$ cat config.mk
export PLATFORM = sky130hd
export DESIGN_NAME = clk_fault_manager
export DESIGN_NICKNAME = d
export VERILOG_FILES = /design/src/rtl/clk_fault_pkg.sv /design/src/rtl/sat_counter.sv /design/src/rtl/clk_fault_manager.sv
export SDC_FILE = /design/constraint.sdc
export NUM_CORES = 1
export LEC_CHECK = 0
export CAP_MARGIN = 20
export CORE_MARGIN = 5
export CORE_UTILIZATION = 40
export DETAILED_ROUTE_END_ITERATION = 7
export GPL_ROUTABILITY_DRIVEN = 0
export PLACE_DENSITY = 0.64
export SETUP_SLACK_MARGIN = 0.15
export SYNTH_ARGS = -nofsm -noshare
export SYNTH_HDL_FRONTEND = slang
export SYNTH_SLANG_ARGS = --single-unit
export TNS_END_PERCENT = 20
$ cat constraint.sdc
create_clock -name clk -period 2.3 [get_ports clk]
set_input_delay 0.69 -clock clk [delete_from_list [all_inputs] [get_ports clk]]
set_output_delay 0.69 -clock clk [all_outputs]
set_load 0.005 [all_outputs]
$ cat src/rtl/clk_fault_pkg.sv
// Shared state encoding and default tuning constants for the clock-fault manager.
package clk_fault_pkg;

    localparam int DEF_DEBOUNCE_CYCLES = 4;
    localparam int DEF_RECOVERY_CYCLES = 1024;
    localparam int DEF_MAX_FAULTS      = 3;
    localparam int DEF_CNT_W           = 8;
    localparam int STATE_W             = 3;

    typedef enum logic [STATE_W-1:0] {
        ST_IDLE     = 3'd0,
        ST_MONITOR  = 3'd1,
        ST_DEBOUNCE = 3'd2,
        ST_SAFE_REQ = 3'd3,
        ST_SAFE     = 3'd4,
        ST_RECOVER  = 3'd5,
        ST_LOCKOUT  = 3'd6
    } state_t;

endpackage

$ cat src/rtl/sat_counter.sv
// Saturating up-counter with synchronous clear (clear wins over increment).
// Holds at 'max'; at_max flags that the count has reached it.
module sat_counter #(
    parameter int W = 8
) (
    input  logic         clk,
    input  logic         rst_n,
    input  logic         inc,
    input  logic         clr,
    input  logic [W-1:0] max,
    output logic [W-1:0] out,
    output logic         at_max
);

    logic [W-1:0] r_cnt;

    assign out    = r_cnt;
    assign at_max = (r_cnt >= max);

    always_ff @(posedge clk or negedge rst_n) begin
        if (!rst_n) begin
            r_cnt <= '0;
        end else if (clr) begin
            r_cnt <= '0;
        end else if (inc && !at_max) begin
            r_cnt <= r_cnt + W'(1);
        end
    end

endmodule

$ cat src/rtl/clk_fault_manager.sv
// Debounces the watchdog clock-fault flag, drives the safe-state handshake and gated
// recovery, and escalates to a reset-only lockout after MAX_FAULTS confirmed faults.
module clk_fault_manager
    import clk_fault_pkg::*;
#(
    parameter int DEBOUNCE_CYCLES = DEF_DEBOUNCE_CYCLES,
    parameter int RECOVERY_CYCLES = DEF_RECOVERY_CYCLES,
    parameter int MAX_FAULTS      = DEF_MAX_FAULTS,
    parameter int CNT_W           = DEF_CNT_W
) (
    input  logic               clk,
    input  logic               rst_n,
    input  logic               enable,
    input  logic               fault_in,
    input  logic               safe_ack,
    input  logic               sw_ack,
    output logic               safe_req,
    output logic               fault_irq,
    output logic               fault_latched,
    output logic               lockout,
    output logic [CNT_W-1:0]   fault_count,
    output logic [STATE_W-1:0] state
);

    localparam int DEB_W = $clog2(DEBOUNCE_CYCLES + 1);
    localparam int REC_W = $clog2(RECOVERY_CYCLES + 1);

    state_t r_state;
    logic   r_safe_req;
    logic   r_fault_irq;
    logic   r_fault_latched;
    logic   r_lockout;

    logic [DEB_W-1:0] w_deb_cnt;
    logic             w_deb_hit;
    logic             w_deb_inc;
    logic             w_deb_clr;
    logic [REC_W-1:0] w_rec_cnt;
    logic             w_rec_full;
    logic             w_rec_inc;
    logic             w_rec_clr;
    logic [CNT_W-1:0] w_fault_count;
    logic             w_cnt_full;
    logic [CNT_W-1:0] w_cnt_next;

    logic w_in_detect;
    logic w_confirm;
    logic w_rec_exit;
    logic w_to_lockout;

    // The debounce counter stops at DEBOUNCE_CYCLES-1: a high sample seen at that
    // count is the confirming one, so with DEBOUNCE_CYCLES=1 MONITOR confirms directly.
    assign w_in_detect = (r_state == ST_MONITOR) || (r_state == ST_DEBOUNCE);
    assign w_confirm   = enable && fault_in && w_in_detect && w_deb_hit;
    assign w_deb_inc   = enable && fault_in && w_in_detect && !w_deb_hit;
    assign w_deb_clr   = !w_deb_inc;

    assign w_rec_exit = enable && (r_state == ST_RECOVER) && !fault_in && w_rec_full && sw_ack;
    assign w_rec_inc  = enable && (r_state == ST_RECOVER) && !fault_in && !w_rec_exit;
    assign w_rec_clr  = !w_rec_inc;

    assign w_cnt_next   = w_cnt_full ? w_fault_count : w_fault_count + CNT_W'(1);
    assign w_to_lockout = (32'(w_cnt_next) >= 32'(MAX_FAULTS));

    sat_counter #(.W(DEB_W)) u_deb_cnt (
        .clk    (clk),
        .rst_n  (rst_n),
        .inc    (w_deb_inc),
        .clr    (w_deb_clr),
        .max    (DEB_W'(DEBOUNCE_CYCLES - 1)),
        .out    (w_deb_cnt),
        .at_max (w_deb_hit)
    );

    sat_counter #(.W(REC_W)) u_rec_cnt (
        .clk    (clk),
        .rst_n  (rst_n),
        .inc    (w_rec_inc),
        .clr    (w_rec_clr),
        .max    (REC_W'(RECOVERY_CYCLES)),
        .out    (w_rec_cnt),
        .at_max (w_rec_full)
    );

    sat_counter #(.W(CNT_W)) u_fault_cnt (
        .clk    (clk),
        .rst_n  (rst_n),
        .inc    (w_confirm),
        .clr    (1'b0),
        .max    ({CNT_W{1'b1}}),
        .out    (w_fault_count),
        .at_max (w_cnt_full)
    );

    always_ff @(posedge clk or negedge rst_n) begin
        if (!rst_n) begin
            r_state         <= ST_IDLE;
            r_safe_req      <= 1'b0;
            r_fault_irq     <= 1'b0;
            r_fault_latched <= 1'b0;
            r_lockout       <= 1'b0;
        end else begin
            r_fault_irq <= 1'b0;
            if (r_state == ST_LOCKOUT) begin
                r_lockout       <= 1'b1;
                r_safe_req      <= 1'b1;
                r_fault_latched <= 1'b1;
            end else if (!enable) begin
                r_state         <= ST_IDLE;
                r_safe_req      <= 1'b0;
                r_fault_latched <= 1'b0;
            end else if (w_confirm) begin
                r_fault_irq     <= 1'b1;
                r_fault_latched <= 1'b1;
                r_safe_req      <= 1'b1;
                if (w_to_lockout) begin
                    r_state   <= ST_LOCKOUT;
                    r_lockout <= 1'b1;
                end else begin
                    r_state <= ST_SAFE_REQ;
                end
            end else begin
                case (r_state)
                    ST_IDLE:     r_state <= ST_MONITOR;
                    ST_MONITOR:  if (fault_in) r_state <= ST_DEBOUNCE;
                    ST_DEBOUNCE: if (!fault_in) r_state <= ST_MONITOR;
                    ST_SAFE_REQ: if (safe_ack) r_state <= ST_SAFE;
                    ST_SAFE:     if (!fault_in) r_state <= ST_RECOVER;
                    ST_RECOVER: begin
                        if (fault_in) begin
                            r_state <= ST_SAFE;
                        end else if (w_rec_exit) begin
                            r_state         <= ST_MONITOR;
                            r_safe_req      <= 1'b0;
                            r_fault_latched <= 1'b0;
                        end
                    end
                    default:     r_state <= ST_IDLE;
                endcase
            end
        end
    end

    assign safe_req      = r_safe_req;
    assign fault_irq     = r_fault_irq;
    assign fault_latched = r_fault_latched;
    assign lockout       = r_lockout;
    assign fault_count   = w_fault_count;
    assign state         = r_state;

endmodule

==> impl_results.md, run 1 <==
- Compound-Gate Fraction of Synth Area: 10.4%
- Diode count: 0
- Final core utilization: approximately half
- FF/Latch Area: 701 um^2
- Die H: between 70 and 80 um
- CP required: approximately 1.6 ns
- Xor and xnor area share after synthesis: ~9.9%
- Status: complete, no violations
- Worst Setup End Kind: primary output
- Max-cap violation count: 0
- Final Hold Viols: 0
- WP buf/inv: 1
- Max Fclk: 476 MHz
- Port Buf Inserts: 20
- CTS hold repair buffers: 0
- Crit-path leading delay family: buffers and inverters
- Avg Cell Area, Syn: a little under 10 um^2
- DRC: 0
- Top_reg_cell synth: dfrtp_1
- Detailed Place HPWL: 2340 um
- RSZ-0062 raised after global routing: yes
- ANT nets after route: 0
- Adder-cell share of the synthesized area: 3.91%
- Cell Pwr Density: around 570 mW/mm^2
- Clock transition at the registers of the reported paths: about 0.10 ns
- Simple logic cell fraction of the synthesized area: roughly a quarter
- Most common cell after layout, fill and taps aside: dfrtp_1
- Routed WL: slightly above 3000 um
- CTS Buffer Depth: 2
- H-tree Lvls: 1
- Main combinational cell family by area after synthesis: simple AND/OR/NAND/NOR gates
- Drt pass-1 iters: 4
- Largest net degree at the start of global routing: 29
- CP Launch Type: flip-flop
- GRT Total Usage: a little over an eighth
- R2R Path Start: u_fault_cnt.out[0]
- Total die area: around 0.0054 mm^2
- CTS buffer count: 3
- Crit-path cells: clkdlybuf4s50_1
- WL per Instance: approximately 13 um
- Setup bufs post-CTS: 0
- Nets: about 200
- Power, Total: between 1 and 1.5 mW
- Sequential-to-total area share from yosys stat: a little over two fifths
- Maximum VDD drop: 314 uV
- DR vias/cell: between 5 and 6
- Setup Viol. Count Final: 0
- Multi-input gate area: around 800 um^2
- Initial antenna violation count: 0
- Die Width: approximately 73 um
- Post-synth EDFFs: 0
- Fin. max-slew vios: 0
- Worst-margin pin slew: around 0.41 ns
- Synth warn: 0
- HP Class: flip-flop to flip-flop
- CP Data Arrival Time: around 1.4 ns
- Layout area overhead: 21.2%
- Slew HR: 72.5%
- Syn Nets: 172
- Clk sinks: 28
- Vias in the first global route: around 1.2k
- Vias post-DR: ~1.2k
- Boundary Pins: 21
- Worst Setup SP: state[2]
- P_leak: 0.864 nW
- Crit path max fanout: 10
- Register bit total from synthesis: 28
- DRT iter0 DRCs: 51
- Initial core utilization: between 40% and 50%
- Worst Clk Skew: about 0.0083 ns
- Hold Crit Start: lockout
- CTS tree: done
- Cells after Synth: ~160
- Final Non-Filler Cells: about 230
- Worst slack, placed: ~0.027 ns
- Ratio of cells with drive above 1 in the final layout: between 10 and 15%
- Placed instance count: 230
- Core area: between 0.003 and 0.004 mm^2
- Synth Cell Area: ~0.0016 mm^2
- # fillers: between 300 and 400
- Setup ws final: around 0.20 ns
- Clock root buffer: clkbuf_8
- First-pass GRT wire length: around 5500 um
- Grt ovf: 0
- WS Path Type: flip-flop to primary output
- Clk_lat worst skew: about 0.27 ns
- Sum Neg Setup Slack: 0 ns
- Commonest cells after routing, fill and taps aside: dfrtp_1 (28), clkdlybuf4s50_1 (20), nor2_1 (17)
- Asr flop ratio synth: between 90% and 100%
- Post-synthesis mux area share: between 1 and 1.5%
- Number of core rows: 23
- Final min period: approximately 2.1 ns
- Slowest stage cell, crit path: clkdlybuf4s50_1
- Final period util: approximately nine tenths
- CP max stage delay: 0.57 ns
- Synth unique cells: 44
==> registers in the layout, indices dropped and copies added, names as in the netlist <==
register	count
lockout	1
fault_latched	1
fault_irq	1
u_deb_cnt.out	3
u_rec_cnt.out	11
u_fault_cnt.out	8
state	3
==> path summary, 6_finish.rpt <==
path	endpoint	slack, ns	depth (start not counted)
setup / recovery	state[2]	0.20	1
hold / removal	lockout	0.49	1
setup reg to reg	u_fault_cnt.out[1]	0.32	5
hold reg to reg	lockout	0.49	1
max in group asynchronous	u_fault_cnt.out[1]	1.25	2
min in group asynchronous	state[2]	0.78	2
==> synth_stat cells, drive strengths merged (2+ instances only) <==
cell type / instances / area [um^2]
dfrtp: 28 / 701
nor2: 17 / 63.8
a211o: 2 / 17.5
nand3: 12 / 60.1
nor3: 3 / 15.0
and3: 8 / 50.1
buf: 7 / 52.5
o31ai: 2 / 15.0
nand4b: 2 / 17.5
a31oi: 3 / 33.8
nand3b: 2 / 15.0
nand4: 4 / 40.0
ha: 5 / 62.6
o21ai: 3 / 15.0
clkbuf: 2 / 7.51
nand2: 12 / 45.0
xor2: 7 / 80.1
xnor2: 9 / 78.8
a21oi: 5 / 25.0
nor2b: 4 / 32.5
inv: 7 / 26.3
==> per-stage QoR <==
step | hold WS [ns] | cell area [um^2]
3_5_place_dp | 0.465 | 1860
3_3_place_gp | 0.460 | 1860
2_1_floorplan | 0.394 | 1600
6_report | 0.488 | 1940
4_1_cts | 0.488 | 1930
5_1_grt | 0.519 | 1940
==> where the power goes <==
part | internal (mW) | total (mW) | switching (mW)
Sequential | 0.509 | 0.527 | 0.0177
Clock | 0.233 | 0.384 | 0.151
Combinational | 0.0959 | 0.196 | 0.101
==> routing by layer <==
metal | track usage [%] | part of all wire, % | vias up
li1 | - | - | 604
met1 | 17.7 | 47 | 587
met2 | 21.4 | 47 | 21
met3 | 3.86 | 4.8 | 2
met4 | 1.84 | 0.55 | 0
met5 | 0 | 0 | -
==> logic make-up after synthesis <==
logic type / Yosys count
fa+ha+maj: 5
xor+xnor: 16
buf+inv: 16
mux: 2
simple gates: 72
flops: 28
compound gates: 22
==> layout make-up <==
| cell class | count | share of cell area [%] |
|---|---|---|
| clock buffer | 3 | 2.13 |
| tap | 50 | 3.23 |
| multi-input combinational | 117 | 42.2 |
| sequential | 28 | 36.2 |
| timing repair buffer | 28 | 13.4 |
| clock inverter | 1 | 1.55 |
| inverter | 7 | 1.36 |
==> repair_timing <==
action / 4_1_cts / 5_1_grt
resized for setup: 0 / 1
hold endpoints to repair: 0 / 0
endpoints found under the setup margin: 0 / 4
No activity file was read; power rests on OpenSTA's default activity.
==> inputs of run 2 (changes only) <==
--- a/config.mk
+++ b/config.mk
@@ -7,10 +7,10 @@
 export LEC_CHECK = 0
 export CAP_MARGIN = 20
 export CORE_MARGIN = 5
-export CORE_UTILIZATION = 40
+export CORE_UTILIZATION = 54
 export DETAILED_ROUTE_END_ITERATION = 7
 export GPL_ROUTABILITY_DRIVEN = 0
-export PLACE_DENSITY = 0.64
+export PLACE_DENSITY = 0.81
 export SETUP_SLACK_MARGIN = 0.15
 export SYNTH_ARGS = -nofsm -noshare
 export SYNTH_HDL_FRONTEND = slang
==> impl_results.md, run 2 (synthesis gave the netlist of run 1 again) <==
- Status: complete, no violations (unchanged)
- Crit-path leading delay family: flip-flops (was buffers and inverters)
- Worst slack, placed: 0.0394 ns (was 0.0274 ns)
- Maximum VDD drop: 313 uV (was 314 uV)
- Boundary Pins: 21 (unchanged)
- Worst-margin pin slew: 0.393 ns (was 0.410 ns)
- GRT Total Usage: 17.2% (was 13.1%)
- Crit-path cells: clkdlybuf4s50_1 (unchanged)
- DR vias/cell: 5.84 (was 5.19)
- CTS tree: done (unchanged)
- Setup Viol. Count Final: 0 (unchanged)
- Final Hold Viols: 0 (unchanged)
- Final period util: 93.7% (was 91.3%)
- Final Non-Filler Cells: 214 (was 234)
- Design area: 0.00187 mm^2 (was 0.00194 mm^2)
- Clk sinks: 28 (unchanged)
- H-tree Lvls: 1 (unchanged)
- Max-cap violation count: 0 (unchanged)
- WP depth: 1 (unchanged)
- WL per Instance: 15.4 um (was 13.3 um)
- CP required: 1.61 ns (about the same)
- Switch Pwr: 0.256 mW (was 0.270 mW)
- Post-cts resize count: 1 (was 0)
- Most common cell after layout, fill and taps aside: dfrtp_1 (unchanged)
- Die H: 64.4 um (was 73.2 um)
- Setup bufs post-CTS: 0 (unchanged)
- Int Pwr: 0.696 mW (was 0.838 mW)
- Number of core rows: 19 (was 23)
- Final min period: 2.15 ns (was 2.10 ns)
- WS Path Type: flip-flop to primary output (unchanged)
- Routed WL: 3300 um (was 3120 um)
- Max reg flops: 11 (unchanged)
- Final core utilization: 66.6% (was 49.2%)
- Commonest cells after routing, fill and taps aside: dfrtp_1 (26), clkdlybuf4s50_1 (20), nor2_1 (17) (was dfrtp_1 (28), clkdlybuf4s50_1 (20), nor2_1 (17))
- Drt pass-1 iters: 4 (unchanged)
- Vias in the first global route: 1310 (was 1192)
- Cell Pwr Density: 509 mW/mm^2 (was 571 mW/mm^2)
- Worst Setup End Kind: primary output (unchanged)
- Hold Slack: 0.493 ns (was 0.488 ns)
- Post-place instance area: 0.00183 mm^2 (was 0.00186 mm^2)
- Worst Setup SP: u_fault_cnt.out[7] (was state[2])
- Total die area: 0.00415 mm^2 (was 0.00536 mm^2)
- Worst Clk Skew: 0.00536 ns (was 0.00827 ns)
- Fin. max-slew vios: 0 (unchanged)
- Ratio of cells with drive above 1 in the final layout: 10.4% (was 10.3%)
- Detailed Place HPWL: 2470 um (was 2340 um)
- ANT nets after route: 0 (unchanged)
- CTS Buffer Depth: 2 (unchanged)
- CP Capture Point: fault_count[7] (was state[2])
- Initial antenna violation count: 0 (unchanged)
- DRC: 0 (unchanged)
- RSZ-0062 raised after global routing: yes (unchanged)
- Port Buf Inserts: 20 (unchanged)
- Die Width: 64.4 um (was 73.2 um)
- HP Class: flip-flop to flip-flop (unchanged)
- Vias post-DR: 1250 (was 1214)
- Grt ovf: 0 (unchanged)
- Reg-to-reg endpoint: state[0] (was u_fault_cnt.out[1])
- WP buf/inv: 1 (unchanged)
- Diode count: 0 (unchanged)
- Seq pwr share: 57.2% (was 47.5%)
- CTS hold repair buffers: 0 (unchanged)
- Core area: 0.00281 mm^2 (was 0.00394 mm^2)
- Placed instance count: 210 (was 230)
- Switching part of the total power: 26.9% (was 24.3%)
- R2R Path Start: u_deb_cnt.out[0] (was u_fault_cnt.out[0])
- CTS buffer count: 3 (unchanged)
- Comb pwr share: 18.5% (was 17.7%)
- Initial core utilization: 57.0% (was 40.6%)
- Sum Neg Setup Slack: 0 ns (unchanged)
- Max Fclk: 464 MHz (was 476 MHz)
- DRT iter0 DRCs: 65 (was 51)
- CP max stage delay: 0.58 ns (was 0.57 ns)
- Power, Total: 0.952 mW (was 1.11 mW)
- Largest net degree at the start of global routing: 29 (unchanged)
- Crit path max fanout: 8 (was 10)
- Nets: 195 (was 196)
- P_leak: 0.848 nW (was 0.864 nW)
- Clock transition at the registers of the reported paths: 0.14 ns (was 0.10 ns)
- Setup ws final: 0.146 ns (was 0.199 ns)
- CP Data Arrival Time: 1.46 ns (was 1.41 ns)
- Clk_lat worst skew: 0.32 ns (was 0.27 ns)
- CP Launch Type: flip-flop (unchanged)
- Clock root buffer: clkbuf_4 (was clkbuf_8)
- R2R Setup Slk: 0.25 ns (was 0.32 ns)
- Slowest stage cell, crit path: dfrtp_1 (was clkdlybuf4s50_1)
- Slew HR: 73.6% (was 72.5%)
- Clock power frac: 24.3% (was 34.7%)
- R2R cell count: 7 (was 5)
- Layout area overhead: 16.9% (was 21.2%)
- First-pass GRT wire length: 5680 um (was 5550 um)
==> run 2: power groups by stage <==
stage	clock network, mW	registers, mW	logic [mW]
global placement	0	0.548	0.169
floorplan	0	0.532	0.128
CTS	0.241	0.544	0.177
detailed placement	0	0.552	0.176
finish	0.231	0.545	0.176
global route	0.259	0.548	0.195
==> run 2: layout make-up <==
type / count / area, um^2
clock buffer: 4 / 36.3
inverter: 7 / 26.3
timing repair buffer: 27 / 253
fill: 232 / 936
multi-input combinational: 117 / 812
sequential: 28 / 703
tap: 31 / 38.8
==> run 2: how the worst min path moves through the flow <==
stage | startpoint | to | slack [ns] | cells past startpoint
floorplan | rst_n | fault_irq | 0.39 | 0
global placement | lockout | lockout | 0.46 | 1
detailed placement | lockout | lockout | 0.47 | 1
CTS | lockout | lockout | 0.50 | 1
global route | u_deb_cnt.out[0] | u_deb_cnt.out[0] | 0.53 | 1
finish | lockout | lockout | 0.49 | 1
==> run 2: layer usage <==
metal  global-route usage [%]  part of all wire, %
met3                     3.11                  3.8
met4                     7.65                  1.5
met1                     20.0                   43
met2                     30.9                   52
met5                        0                    0
==> inputs of run 3 (changes only) <==
--- a/config.mk
+++ b/config.mk
@@ -6,6 +6,7 @@
 export NUM_CORES = 1
 export LEC_CHECK = 0
 export CAP_MARGIN = 20
+export CORE_ASPECT_RATIO = 1.4
 export CORE_MARGIN = 5
 export CORE_UTILIZATION = 54
 export DETAILED_ROUTE_END_ITERATION = 7
==> impl_results.md, run 3 (synthesis gave the netlist of run 1 again) <==
- Status: complete, no violations (unchanged)
- Max Fclk: 477 MHz (was 464 MHz)
- CP Launch Type: flip-flop (unchanged)
- Commonest cells after routing, fill and taps aside: dfrtp_1 (26), clkdlybuf4s50_1 (20), nor2_1 (17) (unchanged)
- Cell Pwr Density: 538 mW/mm^2 (was 509 mW/mm^2)
- Placed instance count: 215 (was 210)
- WP buf/inv: 1 (unchanged)
- Boundary Pins: 21 (unchanged)
- Clock transition at the registers of the reported paths: 0.09 ns (was 0.14 ns)
- Grt ovf: 0 (unchanged)
- Nets: 194 (was 195)
- DRT iter0 DRCs: 29 (was 65)
- Layout area overhead: 18.1% (was 16.9%)
- CP required: 1.61 ns (about the same)
- RSZ-0062 raised after global routing: no (was yes)
- Crit-path leading delay family: buffers and inverters (was flip-flops)
- WS Path Type: flip-flop to primary output (unchanged)
- CTS buffer count: 3 (unchanged)
- Worst Clk Skew: 0.00216 ns (was 0.00536 ns)
- Final Non-Filler Cells: 219 (was 214)
- Max reg flops: 11 (unchanged)
- Total die area: 0.00416 mm^2 (was 0.00415 mm^2)
- Vias in the first global route: 1312 (was 1310)
- Max-cap violation count: 0 (unchanged)
- Crit-path cells: clkdlybuf4s50_1 (unchanged)
- Most common cell after layout, fill and taps aside: dfrtp_1 (unchanged)
- Worst slack, placed: 0.0127 ns (was 0.0394 ns)
- Die H: 74.4 um (was 64.4 um)
- First-pass GRT wire length: 5740 um (was 5680 um)
- Slew HR: 69.0% (was 73.6%)
- Crit path max fanout: 9 (was 8)
- Setup ws final: 0.203 ns (was 0.146 ns)
- DRC: 0 (unchanged)
- Vias post-DR: 1220 (was 1250)
- DR vias/cell: 5.57 (was 5.84)
- HP Class: flip-flop to flip-flop (unchanged)
- Clock root buffer: clkbuf_8 (was clkbuf_4)
- Ratio of cells with drive above 1 in the final layout: 9.89% (was 10.4%)
- Core area: 0.00285 mm^2 (was 0.00281 mm^2)
- Port Buf Inserts: 20 (unchanged)
- CP Data Arrival Time: 1.41 ns (was 1.46 ns)
- Worst Setup End Kind: primary output (unchanged)
- CTS hold repair buffers: 0 (unchanged)
- CP max stage delay: 0.58 ns (about the same)
- CTS tree: done (unchanged)
- P_leak: 0.851 nW (was 0.848 nW)
- Largest net degree at the start of global routing: 29 (unchanged)
- Sum Neg Setup Slack: 0 ns (unchanged)
- ANT nets after route: 0 (unchanged)
- Number of core rows: 23 (was 19)
- Clk sinks: 28 (unchanged)
- Setup bufs post-CTS: 0 (unchanged)
- Initial antenna violation count: 0 (unchanged)
- Diode count: 0 (unchanged)
- Power, Total: 1.02 mW (was 0.952 mW)
- WL per Instance: 14.8 um (was 15.4 um)
- Slowest stage cell, crit path: clkdlybuf4s50_1 (was dfrtp_1)
- Maximum VDD drop: 322 uV (was 313 uV)
- Worst-margin pin slew: 0.461 ns (was 0.393 ns)
- Final period util: 91.2% (was 93.7%)
- H-tree Lvls: 1 (unchanged)
- Initial core utilization: 56.1% (was 57.0%)
- Setup Viol. Count Final: 0 (unchanged)
- GRT Total Usage: 17.2% (about the same)
- Drt pass-1 iters: 4 (unchanged)
- Final Hold Viols: 0 (unchanged)
- Die Width: 56.0 um (was 64.4 um)
- Detailed Place HPWL: 2430 um (was 2470 um)
- Routed WL: 3250 um (was 3300 um)
- CTS Buffer Depth: 2 (unchanged)
- Fin. max-slew vios: 0 (unchanged)
- Clk_lat worst skew: 0.27 ns (was 0.32 ns)
- Final min period: 2.10 ns (was 2.15 ns)
run 3: changes by cell type in the layout (fill, tap and decap cells not counted):
cell,before,now
clkbuf_8,1,4
clkbuf_4,3,0
buf_4,7,6
run 3: layout make-up:
class	count	area (um^2)
clock buffer	4	55.1
inverter	7	26.3
multi-input combinational	117	812
timing repair buffer	26	245
tap	37	46.3
fill	231	961
sequential	28	703
run 3: timing repair:
action / in CTS / in global routing
gates resized for setup: 1 / 1
cloned: 0 / 0
setup endpoints to repair: 1 / 1
run 3: final timing paths:
kind / start / end / slack (ns) / cells after the start
max in group asynchronous: rst_n / state[0] / 1.24 / 2
worst max register to register: u_fault_cnt.out[0] / state[2] / 0.28 / 6
min in group asynchronous: rst_n / u_rec_cnt.out[1] / 0.79 / 2
worst min-delay path: lockout / lockout / 0.49 / 1
worst max-delay path: u_fault_cnt.out[6] / fault_count[6] / 0.20 / 1
worst min register to register: lockout / lockout / 0.49 / 1
run 3: routing by layer:
layer	GRT usage (%)	vias up	wire, um
met5	0	-	0
met4	7.39	0	70
met3	1.91	7	107
met2	32.0	36	1690
met1	20.2	570	1380
li1	-	607	-
run 3: where the power goes:
group | internal (mW) | total, mW | leakage (nW) | switching, mW
Combinational | 0.0869 | 0.170 | 0.442 | 0.0833
Sequential | 0.510 | 0.544 | 0.380 | 0.0339
Clock | 0.153 | 0.301 | 0.0288 | 0.148
Total | 0.750 | 1.02 | 0.851 | 0.265
run 3: stage by stage:
stage | utilization [%] | hold slack [ns] | area, um^2
3_3_place_gp | 64.3 | 0.467 | 1830
6_report | 66.3 | 0.486 | 1890
2_1_floorplan | - | 0.394 | 1600
3_5_place_dp | 64.3 | 0.472 | 1830
4_1_cts | 66.2 | 0.493 | 1890
5_1_grt | 66.3 | 0.503 | 1890
run 3: worst reg2reg max path, cell delays in order, from the launching register on:
cell and delay, ns:
dfrtp_1 0.45, ha_1 0.31, a211o_1 0.32, a21boi_0 0.22, mux2i_1 0.14, o31ai_1 0.33, nand3_1 0.11
